==> src/rtl/fp_operand_loader.sv <==
// Assembles a 17-byte serial frame (opcode, operand A, operand B) into one FP operation
// with registered operand classification, plus error pulses for bad opcodes and stalled frames.
module fp_operand_loader #(
  parameter int TIMEOUT_CYCLES = 1000
) (
  input  logic        clk,
  input  logic        rst,
  input  logic        in_valid,
  output logic        in_ready,
  input  logic [7:0]  in_data,
  output logic        out_valid,
  input  logic        out_ready,
  output logic [1:0]  out_op,
  output logic [63:0] out_a,
  output logic [63:0] out_b,
  output logic [2:0]  out_cls_a,
  output logic [2:0]  out_cls_b,
  output logic        err,
  output logic [1:0]  err_code
);

  localparam int TW = $clog2(TIMEOUT_CYCLES + 1);

  typedef enum logic [1:0] {IDLE, LOAD_A, LOAD_B, HOLD} state_t;

  state_t        state, state_next;
  logic [2:0]    cnt;
  logic [TW-1:0] idle_cnt;
  logic [63:0]   acc_a;
  logic [55:0]   acc_b;
  logic [1:0]    op_q;
  logic [1:0]    op_dec;
  logic          op_ok;
  logic          accept;
  logic          loading;
  logic          last_byte;
  logic          timeout;

  // Sign bit is irrelevant to the class, so only exponent and fraction are passed in.
  function automatic logic [2:0] classify(input logic [62:0] m);
    logic all_ones;
    logic all_zero;
    logic frac_nz;
    all_ones = &m[62:52];
    all_zero = ~|m[62:52];
    frac_nz  = |m[51:0];
    return {all_ones & frac_nz, all_ones & ~frac_nz, all_zero & ~frac_nz};
  endfunction

  assign in_ready  = (state != HOLD);
  assign out_valid = (state == HOLD);
  assign accept    = in_valid && in_ready;
  assign loading   = (state == LOAD_A) || (state == LOAD_B);
  assign last_byte = (cnt == 3'd7);
  assign timeout   = loading && !accept && (idle_cnt == TW'(TIMEOUT_CYCLES - 1));

  always_comb begin
    op_ok  = 1'b1;
    op_dec = 2'd0;
    case (in_data)
      8'h2B:   op_dec = 2'd0;
      8'h2D:   op_dec = 2'd1;
      8'h2A:   op_dec = 2'd2;
      8'h2F:   op_dec = 2'd3;
      default: op_ok  = 1'b0;
    endcase
  end

  always_ff @(posedge clk) begin
    if (rst) state <= IDLE;
    else     state <= state_next;
  end

  always_comb begin
    state_next = state;
    case (state)
      IDLE:    if (accept && op_ok) state_next = LOAD_A;
      LOAD_A:  if (accept && last_byte) state_next = LOAD_B;
               else if (timeout)        state_next = IDLE;
      LOAD_B:  if (accept && last_byte) state_next = HOLD;
               else if (timeout)        state_next = IDLE;
      HOLD:    if (out_ready)           state_next = IDLE;
      default: state_next = IDLE;
    endcase
  end

  // Result registers load only on the final byte, so partial frames never reach the outputs.
  always_ff @(posedge clk) begin
    if (rst) begin
      cnt       <= 3'd0;
      idle_cnt  <= '0;
      acc_a     <= 64'd0;
      acc_b     <= 56'd0;
      op_q      <= 2'd0;
      out_op    <= 2'd0;
      out_a     <= 64'd0;
      out_b     <= 64'd0;
      out_cls_a <= 3'd0;
      out_cls_b <= 3'd0;
      err       <= 1'b0;
      err_code  <= 2'd0;
    end else begin
      err      <= 1'b0;
      err_code <= 2'd0;
      case (state)
        IDLE: begin
          cnt      <= 3'd0;
          idle_cnt <= '0;
          if (accept) begin
            if (op_ok) begin
              op_q <= op_dec;
            end else begin
              err      <= 1'b1;
              err_code <= 2'd1;
            end
          end
        end
        LOAD_A, LOAD_B: begin
          if (accept) begin
            cnt      <= cnt + 3'd1;
            idle_cnt <= '0;
            if (state == LOAD_A) begin
              acc_a <= {acc_a[55:0], in_data};
            end else begin
              acc_b <= {acc_b[47:0], in_data};
              if (last_byte) begin
                out_op    <= op_q;
                out_a     <= acc_a;
                out_b     <= {acc_b, in_data};
                out_cls_a <= classify(acc_a[62:0]);
                out_cls_b <= classify({acc_b[54:0], in_data});
              end
            end
          end else if (timeout) begin
            cnt      <= 3'd0;
            idle_cnt <= '0;
            err      <= 1'b1;
            err_code <= 2'd2;
          end else begin
            idle_cnt <= idle_cnt + 1'b1;
          end
        end
        default: begin
          cnt      <= 3'd0;
          idle_cnt <= '0;
        end
      endcase
    end
  end

endmodule

==> config.mk <==
export PLATFORM = sky130hd
export DESIGN_NAME = fp_operand_loader
export DESIGN_NICKNAME = d
export VERILOG_FILES = /design/src/rtl/fp_operand_loader.sv
export SDC_FILE = /design/constraint.sdc
export NUM_CORES = 1
export LEC_CHECK = 0
export CORE_ASPECT_RATIO = 0.6
export CORE_MARGIN = 3
export CORE_UTILIZATION = 50
export CTS_CLUSTER_SIZE = 40
export DETAILED_ROUTE_END_ITERATION = 10
export PLACE_DENSITY = 0.83
export SLEW_MARGIN = 10
export SYNTH_ARGS = -nofsm -noshare
export SYNTH_HDL_FRONTEND = slang
export SYNTH_SLANG_ARGS = --single-unit
==> constraint.sdc <==
create_clock -name clk -period 2.7 [get_ports clk]
set_clock_uncertainty 0.2 [all_clocks]
set_input_delay 0.675 -clock clk [delete_from_list [all_inputs] [get_ports clk]]
set_output_delay 0.675 -clock clk [all_outputs]
set_load 0.005 [all_outputs]
==> flow_summary_export.csv <==
group,metric,value,unit
outcome,outcome,"completed",
timing,slew_headroom,46.3,%
critical_path,worstReg2RegStart,"state[0]",
logic_synthesis,yosys.cell_types.count,36,
min_path,hp-class,"in2reg",
logic_synthesis,postSynthCellCount,1277,
route,wl,27.1,mm
route,ant_nets,0,
min_path,whs_path_depth,2,
cells_and_area,diodes,0,
cts,hold_buffers,0,
place,numPortBuffers,152,
logic_synthesis,post_synth.cell_area_avg,7.90,um2
cells_and_area,fillerInstances,1666,
run,cap_violations,0,
timing,tightestPinTransition,0.806,ns
global_route,gr-usage-met2,34.0,%
min_path,holdPathEnd,"acc_b[36]",
critical_path,crit_fanout,7,
die,die_height,116,um
logic_synthesis,yosysSeqAreaShare,54.8,%
logic_synthesis,netlist_area,10100,um2
critical_path,worst-setup-path-type,"reg2out",
global_route,grtUsageMet3,5.08,%
place,placed_area,11900,um2
logic_synthesis,synth.cells.most_frequent,"nand2_1, dfxtp_1, a21oi_1",
route,dr.pass1.iters,5,
critical_path,rr_endpoint,"state[1]",
logic_synthesis,synth_mux_area_share,0.198,%
logic_synthesis,synth_edf_count,0,
global_route,grt_pass1_wl,43.5,mm
timing,hold_ws,0.230,ns
cts,cts_sinks,276,
cts,cts_buffers,25,
route,wl_per_cell,16.1,um
global_route,grt_overflow,0,
critical_path,cp-start-kind,"flip-flop",
power,ir_worst_vdd,0.398,mV
critical_path,endpoint_kind,"output port",
power,p_leak,4.12,nW
power,power_density,613,nW/um2
cts,clk_pin_slew_worst_paths,0.06,ns
cells_and_area,final_area,12700,um2
cts,clock_latency,0.52,ns
die,die-area,22000,um2
cts,ctsRootBufferMaster,"clkbuf_16",
logic_synthesis,synth_flop_cell,"dfxtp_1",
route,drt_iter0_drc,1083,
critical_path,cp.buffers_inverters,2,
cells_and_area,syn2layout_area_growth,25.6,%
cts,htreeDepth,1,
logic_synthesis,yosys.area_share.xor_xnor,0.781,%
cells_and_area,fin_nets,1415,
logic_synthesis,ys_ff_latch,276,
logic_synthesis,yosys.area.top_type,"dfxtp_1",
min_path,holdCritStartpoint,"rst",
global_route,grt_pass1_vias,8276,
cts,tritoncts,"done",
die,io_pins,153,
critical_path,critPathSlowestCell,"dfxtp_1",
timing,rsz0062_at_grt,"false",
critical_path,r2r_setup_slack,0.32,ns
global_route,grt_max_degree,120,
critical_path,cp_top_family,"buffers and inverters",
logic_synthesis,synth-async-reset-ratio,0,%
logic_synthesis,synthAdderAreaFrac,0.868,%
logic_synthesis,yosys.area_share.simple,25.3,%
die,initial_core_util,51.9,%
logic_synthesis,synth_top_family_by_area,"simple AND/OR/NAND/NOR gates",
timing,hold_viol,0,
place,gp_congestion,0.904,
timing,setup_viol,0,
global_route,grt.met1_usage,37.6,%
die,coreArea,19400,um2
logic_synthesis,yosysTopAreaCellShare,54.8,%
timing,slew_viol_final,0,
timing,fin_crit_sh,96.4,%
cts,ctsResizeCount,1,
critical_path,cp.required,1.82,ns
route,vias,9175,
critical_path,path_cells,"ha_4, inv_1, clkdlybuf4s50_1",
cts,postCtsSetupBuffers,0,
critical_path,worstRegToRegCells,6,
cts,clockBufferDepth,3,
global_route,grt_util_all_layers,24.0,%
logic_synthesis,ys_warn_count,0,
logic_synthesis,synth_compound_area_share,13.7,%
route,drc,0,
timing,period_minus_slack,2.60,ns
timing,fmax,384,MHz
global_route,antenna_found_initial,0,
logic_synthesis,synth_area_leaders,"dfxtp_1, nand2_1, a21oi_1, nor4_1, clkbuf_1",
route,viasPerCell,5.46,
die,die_w,189,um
critical_path,max_stage_delay,0.46,ns
die,num_rows,39,
logic_synthesis,synth_nets,1296,
global_route,busiest_layer,"met1",
cells_and_area,layout-drive-gt1-share,5.45,%
critical_path,cp.arrival,1.73,ns
logic_synthesis,yosysMostFrequentCell,"nand2_1",
place,dp_hpwl,18.6,mm
metrics by stage:
stage	power, mW	setup slack (ns)	setup TNS, ns	std cells	utilization, %
global placement	4.42	-0.0131	-0.0195	1635	61.1
floorplan	4.33	0.667	0	1277	-
finish	7.76	0.0984	0	1679	65.2
global route	8.01	0.0402	0	1679	65.2
detailed placement	4.42	-0.0553	-0.103	1635	61.1
CTS	7.81	0.0508	0	1679	65.2
area by class of cell:
cell class | instances | area, um2 | share of cell area, %
inverter | 5 | 18.8 | 0.148
tap | 266 | 333 | 2.63
clock buffer | 35 | 713 | 5.63
multi-input combinational | 908 | 4150 | 32.8
timing repair buffer | 180 | 1860 | 14.7
clock inverter | 9 | 70.1 | 0.553
sequential | 276 | 5530 | 43.6
flip-flops by register name (all words and copies together), names as in the netlist:
register   flops
cnt            3
state          2
err_code       2
err            1
out_a         64
out_op         2
idle_cnt      10
out_b         64
out_cls_a      3
out_cls_b      3
op_q           2
acc_b         56
acc_a         64
power breakdown:
| part | internal (mW) | total, mW | switching (mW) |
|---|---|---|---|
| Clock | 1.93 | 3.42 | 1.49 |
| Combinational | 0.0739 | 0.245 | 0.171 |
| Sequential | 4.08 | 4.09 | 0.0124 |
worst max-delay path by stage:
stage                   from       end  cells past startpoint  slack [ns]
floorplan           state[0]  out_b[2]                      9        0.67
global placement    in_valid  state[1]                      5       -0.01
detailed placement  in_valid  state[1]                      5       -0.06
CTS                 state[0]  in_ready                      3        0.05
global route        state[0]  in_ready                      3        0.04
finish              state[0]  in_ready                      3         0.1
cell families after synthesis:
family | Yosys count
XOR/XNOR | 9
AND/OR/NAND/NOR | 622
flip-flops | 276
adder cells (fa/ha/maj) | 7
buffers and inverters | 93
multiplexers | 2
AO/OA/AOI/OAI | 268
layout by cell type, fill, tap and decap left out, types with 2 or more instances in the layout:
cell type,Yosys,final
nand2b_1,2,2
nor2b_1,2,2
clkinv_2,0,8
nor3_1,9,9
clkbuf_1,44,5
xor2_1,4,4
buf_4,16,18
a32o_1,4,4
clkbuf_16,0,25
buf_12,0,10
nand4_1,12,12
nand3_1,10,9
nor4_1,35,35
nand2_1,517,516
o2bb2ai_1,2,2
mux2i_1,2,2
clkdlybuf4s50_1,0,151
xnor2_1,5,5
nor2_1,20,20
and3_1,3,2
dfxtp_1,276,276
a21oi_1,257,257
inv_1,5,5
nand3b_1,3,3
ha_1,7,6
clkbuf_8,0,5
routing by layer:
layer / wire (um) / vias up / part of all wire, %
met2: 11000 / 412 / 40
met3: 2500 / 38 / 9.2
met4: 478 / 0 / 1.8
li1: - / 4459 / -
met1: 13100 / 4266 / 49
met5: 0 / - / 0
Power figures use the tool's default switching activity.
